File: config.mk
export PLATFORM = sky130hd
export DESIGN_NAME = fetch_stage
export DESIGN_NICKNAME = d
export VERILOG_FILES = /design/src/rtl/fetch_stage.sv
export SDC_FILE = /design/constraint.sdc
export NUM_CORES = 1
export LEC_CHECK = 0
export CAP_MARGIN = 10
export CORE_MARGIN = 2
export CORE_UTILIZATION = 60
export CTS_CLUSTER_DIAMETER = 50
export DETAILED_ROUTE_END_ITERATION = 10
export DONT_BUFFER_PORTS = 1
export PLACE_DENSITY = 0.76
export SLEW_MARGIN = 5
export SYNTH_ARGS = -nofsm -noshare
export SYNTH_HDL_FRONTEND = slang
export SYNTH_SLANG_ARGS = --single-unit
File: constraint.sdc
create_clock -name clk -period 11.4 [get_ports clk]
set_input_delay 2.28 -clock clk [delete_from_list [all_inputs] [get_ports clk]]
set_output_delay 2.28 -clock clk [all_outputs]
set_load 0.005 [all_outputs]
File: src/rtl/fetch_stage.sv
// Instruction fetch: drives pc into the 64-word memory and captures the returned word into ir.
// Latency: 1 cycle from pc to ir; redirect costs a one-cycle bubble; first capture two posedges after reset release.
// Backpressure: stall holds pc/ir/ir_pc/ir_valid/fetch_count; a redirect overrides stall.
module fetch_stage #(
    parameter logic [31:0] RESET_PC    = 32'h0000_0000,
    parameter int unsigned MEM_BYTES   = 256,
    parameter logic [5:0]  HALT_OPCODE = 6'h3F
) (
    input  logic        clk,
    input  logic        rst,
    output logic [31:0] pc,
    input  logic [31:0] inst_in,
    input  logic        stall,
    input  logic        redirect_valid,
    input  logic [31:0] redirect_target,
    output logic [31:0] ir,
    output logic [31:0] ir_pc,
    output logic        ir_valid,
    output logic        halted,
    output logic        fault,
    output logic [15:0] fetch_count
);

    typedef enum logic [1:0] {
        ST_BOOT  = 2'd0,
        ST_RUN   = 2'd1,
        ST_HALT  = 2'd2,
        ST_FAULT = 2'd3
    } state_e;

    localparam logic [32:0] MEM_LIMIT = 33'(MEM_BYTES);

    state_e      state_q, state_d;
    logic [31:0] pc_q, pc_d;
    logic [31:0] ir_q, ir_d;
    logic [31:0] ir_pc_q, ir_pc_d;
    logic        ir_valid_q, ir_valid_d;
    logic        halted_q, halted_d;
    logic        fault_q, fault_d;
    logic [15:0] fetch_count_q, fetch_count_d;

    // Redirect targets are forced to word alignment; the low bits are dropped.
    logic [31:0] target_aligned;
    logic [32:0] pc_plus4;
    logic        target_out_of_range;
    logic        next_out_of_range;
    logic        is_halt_word;
    logic        unused_target_lsbs;

    assign target_aligned      = {redirect_target[31:2], 2'b00};
    assign unused_target_lsbs  = ^redirect_target[1:0];
    // 33-bit sum so a pc near 2^32 cannot wrap back into range.
    assign pc_plus4            = {1'b0, pc_q} + 33'd4;
    assign target_out_of_range = {1'b0, target_aligned} >= MEM_LIMIT;
    assign next_out_of_range   = pc_plus4 >= MEM_LIMIT;
    assign is_halt_word        = inst_in[31:26] == HALT_OPCODE;

    // Next-state and datapath: redirect beats stall, stall beats capture.
    always_comb begin
        state_d       = state_q;
        pc_d          = pc_q;
        ir_d          = ir_q;
        ir_pc_d       = ir_pc_q;
        ir_valid_d    = ir_valid_q;
        halted_d      = halted_q;
        fault_d       = fault_q;
        fetch_count_d = fetch_count_q;

        case (state_q)
            // Memory contents are not trusted yet; spend one cycle without capturing.
            ST_BOOT: begin
                state_d = ST_RUN;
            end

            ST_RUN: begin
                if (redirect_valid) begin
                    // Drop the in-flight word; pc still takes an out-of-range target so it is visible.
                    ir_valid_d = 1'b0;
                    pc_d       = target_aligned;
                    if (target_out_of_range) begin
                        state_d = ST_FAULT;
                        fault_d = 1'b1;
                    end
                end else if (!stall) begin
                    ir_d       = inst_in;
                    ir_pc_d    = pc_q;
                    ir_valid_d = 1'b1;
                    if (fetch_count_q != 16'hFFFF) begin
                        fetch_count_d = fetch_count_q + 16'd1;
                    end
                    if (is_halt_word) begin
                        state_d  = ST_HALT;
                        halted_d = 1'b1;
                    end else if (next_out_of_range) begin
                        // The last in-range word is still delivered alongside the fault.
                        pc_d    = pc_plus4[31:0];
                        state_d = ST_FAULT;
                        fault_d = 1'b1;
                    end else begin
                        pc_d = pc_plus4[31:0];
                    end
                end
            end

            // Terminal states: pc frozen, redirects ignored, last word retired once downstream accepts it.
            ST_HALT, ST_FAULT: begin
                if (!stall) begin
                    ir_valid_d = 1'b0;
                end
            end

            default: begin
                state_d = ST_BOOT;
            end
        endcase
    end

    // State registers with asynchronous reset to the boot values.
    always_ff @(posedge clk or posedge rst) begin
        if (rst) begin
            state_q       <= ST_BOOT;
            pc_q          <= RESET_PC;
            ir_q          <= 32'd0;
            ir_pc_q       <= 32'd0;
            ir_valid_q    <= 1'b0;
            halted_q      <= 1'b0;
            fault_q       <= 1'b0;
            fetch_count_q <= 16'd0;
        end else begin
            state_q       <= state_d;
            pc_q          <= pc_d;
            ir_q          <= ir_d;
            ir_pc_q       <= ir_pc_d;
            ir_valid_q    <= ir_valid_d;
            halted_q      <= halted_d;
            fault_q       <= fault_d;
            fetch_count_q <= fetch_count_d;
        end
    end

    assign pc          = pc_q;
    assign ir          = ir_q;
    assign ir_pc       = ir_pc_q;
    assign ir_valid    = ir_valid_q;
    assign halted      = halted_q;
    assign fault       = fault_q;
    assign fetch_count = fetch_count_q;

endmodule

==> results of run 1 <==
power breakdown:
group	switching, mW	internal, mW	leakage, nW
sequential	0.0435	0.426	1.47
clock	0.190	0.294	0.268
combinational	0.0304	0.0303	1.01
total	0.263	0.750	2.74
per-stage QoR:
step,setup slack [ns],cell area [µm²]
6_report,7.90,6380
2_1_floorplan,6.13,5840
3_5_place_dp,7.35,5840
3_3_place_gp,7.40,5840
4_1_cts,7.89,6380
5_1_grt,7.64,6380
placed cells by master, fill, tap and decap left out, types with 6 or more instances in the layout:
master     instances
a21oi_1           29
mux2_2            65
and2_1             8
o21ai_0           37
nor2_1            51
nand3_1           23
clkbuf_16         16
nand4_1           12
o22a_1             6
dfrtp_1          113
xnor2_1           15
nor4_1            10
inv_1              6
a22oi_1            7
xor2_1             7
nand2_1           23
and3_1             8
nor3_1            13
cell type report:
type                    instances  area (µm²)
repair buffers                  3        22.5
fillers                       724        2950
inverters                       8        32.5
multi-input cells             395        2790
well taps                     129         161
clock buffers                  19         432
clock inverters                13         114
flip-flops and latches        113        2830
cells by family (layout without fill, tap and decap cells):
| group | Yosys count | after routing | synth area share |
|---|---|---|---|
| AO/OA/AOI/OAI | 113 | 113 | 0.122 |
| flip-flops | 113 | 113 | 0.485 |
| adder cells (fa/ha/maj) | 2 | 2 | 0.00429 |
| buffers and inverters | 49 | 43 | 0.0402 |
| multiplexers | 68 | 68 | 0.131 |
| XOR/XNOR | 22 | 22 | 0.0331 |
| AND/OR/NAND/NOR | 186 | 186 | 0.184 |
| other | 1 | 4 | 0.000644 |
worst paths after layout:
path                            depth (start not counted)  slack [ns]        endpoint
worst max-delay path                                    6        7.90          pc[23]
worst min-delay path                                    1        0.52  fetch_count[7]
worst max register to register                          8        8.70           fault
worst min register to register                          1        0.52  fetch_count[7]
max in group asynchronous                               2        8.46          pc[30]
min in group asynchronous                               1        1.71          ir[15]
layer usage:
layer,share of wire,track usage,up-vias
met2,0.49,0.450,210
met4,0.014,0.0790,0
met1,0.40,0.336,2174
met3,0.092,0.105,19
met5,0,0,-
li1,-,-,1992
sequential cells by signal, indices dropped and copies added, names as in the netlist:
signal,count
fault,1
fetch_count,16
ir_pc,30
ir_valid,1
pc,30
ir,32
state_q,2
halted,1
==> results.sh, run 1 <==
export IMPL_start_kind="input pin"
export IMPL_skew_ns=0.00910
export IMPL_cts_tree="done"
export IMPL_status="complete, no violations"
export IMPL_design_power_total_mw=1.01
export IMPL_start_util=0.625
export IMPL_final_setup_tns_ns=0
export IMPL_root_buffer="clkbuf_8"
export IMPL_drive_above_1_share=0.225
export IMPL_netlist_area_leader_share=0.485
export IMPL_grt_util_all_layers=0.273
export IMPL_grt_pass1_wl_um=22200
export IMPL_clkTransAtPathRegs_ns=0.06
export IMPL_grt_overflow_total=0
export IMPL_synth_top_area_cell="dfrtp_1"
export IMPL_insertion_delay_ns=0.50
export IMPL_clock_sinks=113
export IMPL_synth_area_per_cell_um2=10.5
export IMPL_worstMarginPinSlew_ns=1.01
export IMPL_setup_viol=0
export IMPL_utilization=0.684
export IMPL_slew_headroom=0.327
export IMPL_worstHoldStart="fetch_count[7]"
export IMPL_r2r_start="pc[2]"
export IMPL_cp_arrival_ns=3.89
export IMPL_drc=0
export IMPL_synth_edf_count=0
export IMPL_cp_slowest_cell="o21ai_4"
export IMPL_grt_max_degree=66
export IMPL_synth_cell_types=63
export IMPL_syn_instance_count=554
export IMPL_drt_initial_drc_count=275
export IMPL_ant_nets=0
export IMPL_slew_viol_final=0
export IMPL_die_w_um=103
export IMPL_numCtsBuffers=17
export IMPL_async_flop_share=1.00
export IMPL_cts_hold_buf=0
export IMPL_vias_per_cell=6.46
export IMPL_fmax_ghz=0.286
export IMPL_yosysWarnings=0
export IMPL_n_antenna_cell=0
export IMPL_ctsHtreeMaxLevel=4
export IMPL_ios=183
export IMPL_die_area_mm2=0.0105
export IMPL_fin_nets=608
export IMPL_hold_violations=0
export IMPL_post_cts_setup_buffers=0
export IMPL_slowest_delay_ns=0.79
export IMPL_std_cell_rows=35
export IMPL_port_buffers=0
export IMPL_num_vias=4395
export IMPL_fin_crit_sh=0.307
export IMPL_synth_cells_most_frequent="113 x dfrtp_1, 65 x mux2_2, 51 x nor2_1, 37 x o21ai_0, 29 x a21oi_1"
export IMPL_ys_seq_area_frac=0.485
export IMPL_netlist_area_mm2=0.00583
export IMPL_clock_path_buffers=2
export IMPL_startpoint="inst_in[30]"
export IMPL_synth_main_ff_cell="dfrtp_1"
export IMPL_cpLargestDelayFamily="compound AO/OA/AOI/OAI gates"
export IMPL_place_hpwl_um=9440
export IMPL_hold_path_class="flop to flop"
export IMPL_synth_area_leaders="dfrtp_1 49%, mux2_2 13%, nor2_1 3.3%"
export IMPL_wl_per_cell_um=20.4
export IMPL_end_kind="flop"
export IMPL_finalCriticalPeriod_ns=3.50
export IMPL_core_area_mm2=0.00933
export IMPL_post_cts_resized=0
export IMPL_syn_to_final_growth_pct=9.53
export IMPL_irDropWorstVdd_mv=0.0888
export IMPL_die_y_um=103
export IMPL_dr_pass1_iters=4
export IMPL_hold_slack_ns=0.520
export IMPL_path_cells="nand4_1 -> nor2_1 -> nor2_1 -> o21ai_4 -> nor2_1 -> o22a_1"
export IMPL_routed_wl_um=13800
export IMPL_pwr_density_cell_mw_per_mm2=159
export IMPL_max_cap_violations=0
export IMPL_cp_buffers_inverters=0
export IMPL_synth_seq_cells=113
export IMPL_rsz0062_at_grt="false"
export IMPL_crit_type="input pin to flop"
export IMPL_grt_pass1_vias=4443
export IMPL_final_cells=680
export IMPL_yosysMostFrequentCell="dfrtp_1"
export IMPL_cpMostUsedCell="nor2_1"
export IMPL_dpl_cell_count=648
export IMPL_p_leak_nw=2.74
export IMPL_gp_congestion=0.883
export IMPL_cp_max_fo=44
export IMPL_grt_antenna_before_repair=0
export IMPL_cp_data_required_time_ns=11.79
Note: power is estimated with default switching activity, not from simulation.
==> inputs of run 2 (changes only) <==
clock period = 3.6 ns   (was 11.4 ns; I/O delays follow)
==> results.sh, run 2 (synthesis gave the netlist of run 1 again) <==
export IMPL_multi_input_area_mm2=0.00279
export IMPL_clock_path_buffers=2
export IMPL_cp_max_fo=8
export IMPL_switchingPower_uw=809
export IMPL_std_cell_rows=35
export IMPL_start_kind="flop"
export IMPL_finalCriticalPeriod_ns=2.66
export IMPL_root_buffer="clkbuf_8"
export IMPL_n_antenna_cell=0
export IMPL_layout_common_cells="113 x dfrtp_1, 65 x mux2_2, 51 x nor2_1"
export IMPL_cp_data_required_time_ns=4.01
export IMPL_cp_slowest_cell="dfrtp_1"
export IMPL_fmax_ghz=0.376
export IMPL_die_w_um=103
export IMPL_insertion_delay_ns=0.51
export IMPL_post_cts_setup_buffers=0
export IMPL_hold_path_class="input pin to async pin"
export IMPL_dr_pass1_iters=5
export IMPL_slew_viol_final=0
export IMPL_post_cts_resized=0
export IMPL_num_vias=4359
export IMPL_slowest_delay_ns=0.52
export IMPL_cts_hold_buf=0
export IMPL_drc=0
export IMPL_drt_initial_drc_count=265
export IMPL_grt_util_all_layers=0.272
export IMPL_design_power_total_mw=3.42
export IMPL_core_area_mm2=0.00933
export IMPL_register_area_mm2=0.00283
export IMPL_path_cells="ha_1 -> and3_1 -> nand2_2 -> nor3_1 -> mux2_2 -> a31oi_1 -> nor4_2 -> o31ai_1"
export IMPL_skew_ns=0.00666
export IMPL_routed_wl_um=13900
export IMPL_p_leak_nw=2.77
export IMPL_rsz0062_at_grt="false"
export IMPL_irDropWorstVdd_mv=0.345
export IMPL_grt_overflow_total=0
export IMPL_grtUsageMet2=0.441
export IMPL_drive_above_1_share=0.224
export IMPL_pwr_density_cell_mw_per_mm2=530
export IMPL_die_area_mm2=0.0105
export IMPL_clkTransAtPathRegs_ns=0.05
export IMPL_crit_type="flop to flop"
export IMPL_final_setup_tns_ns=0
export IMPL_netSwitchingFraction=0.236
export IMPL_status="complete, no violations"
export IMPL_combPwrFrac=0.056
export IMPL_cp_arrival_ns=3.07
export IMPL_numCtsBuffers=17
export IMPL_cp_buffers_inverters=0
export IMPL_grt_antenna_before_repair=0
export IMPL_fin_nets=609
export IMPL_fin_crit_sh=0.738
export IMPL_largest_reg_flops=32
export IMPL_setup_viol=0
export IMPL_use_met1=0.334
export IMPL_internal_power_mw=2.62
export IMPL_n_fill_cell=684
export IMPL_vias_per_cell=6.42
export IMPL_die_y_um=103
export IMPL_ant_nets=0
export IMPL_max_cap_violations=0
export IMPL_place_hpwl_um=9600
export IMPL_syn_to_final_growth_pct=11.0
export IMPL_p_seq_frac=0.435
export IMPL_start_util=0.625
export IMPL_end_kind="flop"
export IMPL_grt_pass1_wl_um=22000
export IMPL_top_usage_layer="met2"
export IMPL_cpLargestDelayFamily="simple AND/OR/NAND/NOR gates"
export IMPL_hold_violations=0
export IMPL_cts_tree="done"
export IMPL_layout_commonest_cell="dfrtp_1"
export IMPL_p_clk_frac=0.509
export IMPL_slew_headroom=0.408
export IMPL_wl_per_cell_um=20.5
export IMPL_worstMarginPinSlew_ns=0.886
export IMPL_port_buffers=0
export IMPL_clock_sinks=113
export IMPL_grt_pass1_vias=4305
export IMPL_grt_met3_usage=0.112
export IMPL_ctsHtreeMaxLevel=4
export IMPL_gp_congestion=0.876
export IMPL_grt_max_degree=73
export IMPL_ios=183
==> run 2: changes by cell type in the layout (fill, tap and decap cells not counted) <==
| cell | delta |
|---|---|
| o21ai_2 | +1 |
| inv_4 | -1 |
| bufinv_16 | +3 |
| clkinvlp_4 | +2 |
| o21ai_4 | -1 |
| clkbuf_8 | +2 |
| clkinv_2 | -4 |
| buf_12 | +1 |
| clkinv_4 | -3 |
| inv_6 | -1 |
==> run 2: area by class of cell <==
class / count / area share
clock buffer: 21 / 0.0710
clock inverter: 9 / 0.0242
inverter: 8 / 0.00522
multi-input combinational: 395 / 0.431
sequential: 113 / 0.437
tap: 129 / 0.0250
timing repair buffer: 4 / 0.00658
==> run 2: worst register-to-register path: cells and delay by family (launching register included) <==
kind	cells	cell delay, ns
multiplexers	1	0.38
flip-flops	1	0.52
adder cells (fa/ha/maj)	1	0.29
AO/OA/AOI/OAI	2	0.44
AND/OR/NAND/NOR	4	0.95
==> run 2: layer usage <==
layer,wire length (µm),vias to the layer above,share of wire
met3,1410,20,0.10
met4,161,0,0.012
met2,6910,205,0.50
met5,0,-,0
met1,5440,2144,0.39
li1,-,1990,-
==> run 2: power groups by stage <==
stage	clock network, mW	registers [mW]	logic (mW)
global placement	0	1.50	0.184
detailed placement	0	1.51	0.195
finish	1.74	1.49	0.193
CTS	1.76	1.49	0.195
global route	1.84	1.50	0.220
floorplan	0	1.44	0.217
==> run 2: metrics by stage <==
| step | util | cell area (µm²) | std cells | setup WS (ns) | hold WS (ns) |
|---|---|---|---|---|---|
| global placement | 0.627 | 5850 | 649 | 1.12 | 0.495 |
| finish | 0.693 | 6470 | 679 | 0.943 | 0.251 |
| detailed placement | 0.627 | 5850 | 649 | 1.04 | 0.493 |
| global route | 0.693 | 6470 | 679 | 0.705 | 0.296 |
| floorplan | - | 5840 | 557 | 1.34 | 0.451 |
| CTS | 0.693 | 6470 | 679 | 1.00 | 0.274 |
==> run 2: worst paths after layout <==
kind                       slack, ns  cells after the start      startpoint  endpoint
min in group clk                0.33                      1  redirect_valid  ir_valid
setup / recovery                0.94                      8           pc[2]     fault
hold / removal                  0.25                      1             rst    ir[16]
hold reg to reg                 0.51                      1          halted    halted
setup reg to reg                0.94                      8           pc[2]     fault
max in group asynchronous       2.50                      2             rst  ir_valid
==> inputs of run 3 (changes only) <==
CORE_UTILIZATION = 58   (was 60)
clock period = 2.35 ns   (was 3.6 ns; I/O delays follow)
==> results.sh, run 3 (synthesis gave the netlist of run 1 again) <==
export IMPL_wl_per_cell_um=21.2
export IMPL_n_fill_cell=714
export IMPL_worstMarginPinSlew_ns=0.637
export IMPL_drt_initial_drc_count=329
export IMPL_fin_crit_sh=0.984
export IMPL_start_util=0.596
export IMPL_utilization=0.698
export IMPL_switchingPower_mw=1.36
export IMPL_insertion_delay_ns=0.52
export IMPL_p_leak_nw=3.00
export IMPL_drive_above_1_share=0.295
export IMPL_routed_wl_um=15300
export IMPL_gp_congestion=0.904
export IMPL_largest_reg_flops=32
export IMPL_status="finished with violations"
export IMPL_port_buffers=0
export IMPL_fin_nets=646
export IMPL_max_cap_violations=0
export IMPL_failed_checks="hold timing"
export IMPL_dp_slack_ns=-0.0192
export IMPL_grt_pass1_wl_um=24400
export IMPL_core_area_mm2=0.00977
export IMPL_p_clk_frac=0.485
export IMPL_cp_max_fo=6
export IMPL_pwr_density_cell_mw_per_mm2=762
export IMPL_register_area_mm2=0.00283
export IMPL_grt_util_all_layers=0.284
export IMPL_clock_sinks=113
export IMPL_std_cell_rows=36
export IMPL_vias_per_cell=6.36
export IMPL_numCtsBuffers=17
export IMPL_n_antenna_cell=0
export IMPL_netSwitchingFraction=0.262
export IMPL_cp_arrival_ns=2.70
export IMPL_ios=183
export IMPL_slew_headroom=0.576
export IMPL_p_seq_frac=0.424
export IMPL_cts_hold_buf=0
export IMPL_die_area_mm2=0.0109
export IMPL_cts_tree="done"
export IMPL_finalCriticalPeriod_ns=2.31
export IMPL_hold_violations=17
export IMPL_design_power_total_mw=5.20
export IMPL_root_buffer="clkbuf_8"
export IMPL_grt_pass1_vias=4726
export IMPL_fmax_ghz=0.432
export IMPL_ant_nets=0
export IMPL_hold_slack_ns=-0.0518
export IMPL_setup_viol=0
export IMPL_end_kind="flop"
export IMPL_grt_overflow_total=0
export IMPL_placed_area_mm2=0.00613
export IMPL_layout_common_cells="111 x dfrtp_1, 65 x mux2_2, 51 x nor2_1"
export IMPL_clkTransAtPathRegs_ns=0.06
export IMPL_final_area_mm2=0.00682
export IMPL_multi_input_area_mm2=0.00289
export IMPL_layout_commonest_cell="dfrtp_1"
export IMPL_skew_ns=0.0118
export IMPL_die_w_um=104
export IMPL_start_kind="flop"
export IMPL_clock_path_buffers=2
export IMPL_grt_max_degree=114
export IMPL_grt_antenna_before_repair=0
export IMPL_dr_pass1_iters=6
export IMPL_die_y_um=104
export IMPL_drc=0
export IMPL_cp_data_required_time_ns=2.73
export IMPL_irDropWorstVdd_mv=0.460
export IMPL_setup_ws_ns=0.0366
export IMPL_slew_viol_final=0
export IMPL_internal_power_mw=3.83
export IMPL_combPwrFrac=0.091
export IMPL_crit_type="flop to flop"
export IMPL_place_hpwl_um=10300
export IMPL_hold_path_class="input pin to async pin"
export IMPL_ctsHtreeMaxLevel=4
export IMPL_syn_to_final_growth_pct=17.0
export IMPL_num_vias=4593
run 3: worst max-delay path, cell delays in order (launching register included):
cell,delay (ns)
dfrtp_1,0.39
ha_2,0.22
and3_4,0.22
a311oi_1,0.34
a31o_2,0.18
o221a_2,0.20
o2111ai_2,0.15
nor4_4,0.38
o31ai_1,0.10
run 3: final cells by class:
type	instances	share of cell area
Multi-Input combinational cell	395	0.423
Sequential cell	113	0.415
Clock buffer	19	0.0633
Timing Repair Buffer	41	0.0470
Tap cell	133	0.0244
Clock inverter	13	0.0224
Inverter	8	0.00495
run 3: worst paths after layout:
path / from / endpoint / slack [ns] / depth (start not counted)
hold / removal: rst / ir[15] / -0.05 / 2
setup reg to reg: pc[2] / fault / 0.04 / 8
min in group clk: redirect_valid / ir_valid / 0.07 / 1
setup / recovery: pc[2] / fault / 0.04 / 8
hold reg to reg: fetch_count[7] / fetch_count[7] / 0.52 / 1
max in group asynchronous: rst / pc[11] / 1.85 / 2
run 3: repair_timing:
action / CTS / global route
endpoints found under the hold margin: 0 / 0
resized for setup: 5 / 15
buffers inserted: 0 / 1
pin swaps: 1 / 3
endpoints found under the setup margin: 2 / 2
run 3: per-stage QoR:
stage | TNS, ns | instances
2_1_floorplan | 0 | 557
3_3_place_gp | 0 | 689
3_5_place_dp | -0.0206 | 689
4_1_cts | 0 | 721
5_1_grt | -0.00247 | 722
6_report | 0 | 722
run 3: power by group through the flow:
stage                     logic, mW  clock network [mW]  registers, mW
after floorplan               0.332                   0           2.20
after global placement        0.438                   0           2.22
after detailed placement      0.460                   0           2.23
after CTS                     0.467                2.54           2.20
after global routing          0.524                2.64           2.22
final                         0.475                2.52           2.20
run 3: layer usage:
metal | share of wire | GRT usage | vias up | wire [µm]
met5 | 0 | 0 | - | 0
met1 | 0.38 | 0.330 | 2236 | 5810
li1 | - | - | 2065 | -
met3 | 0.098 | 0.104 | 44 | 1500
met4 | 0.029 | 0.129 | 0 | 446
met2 | 0.49 | 0.471 | 248 | 7520
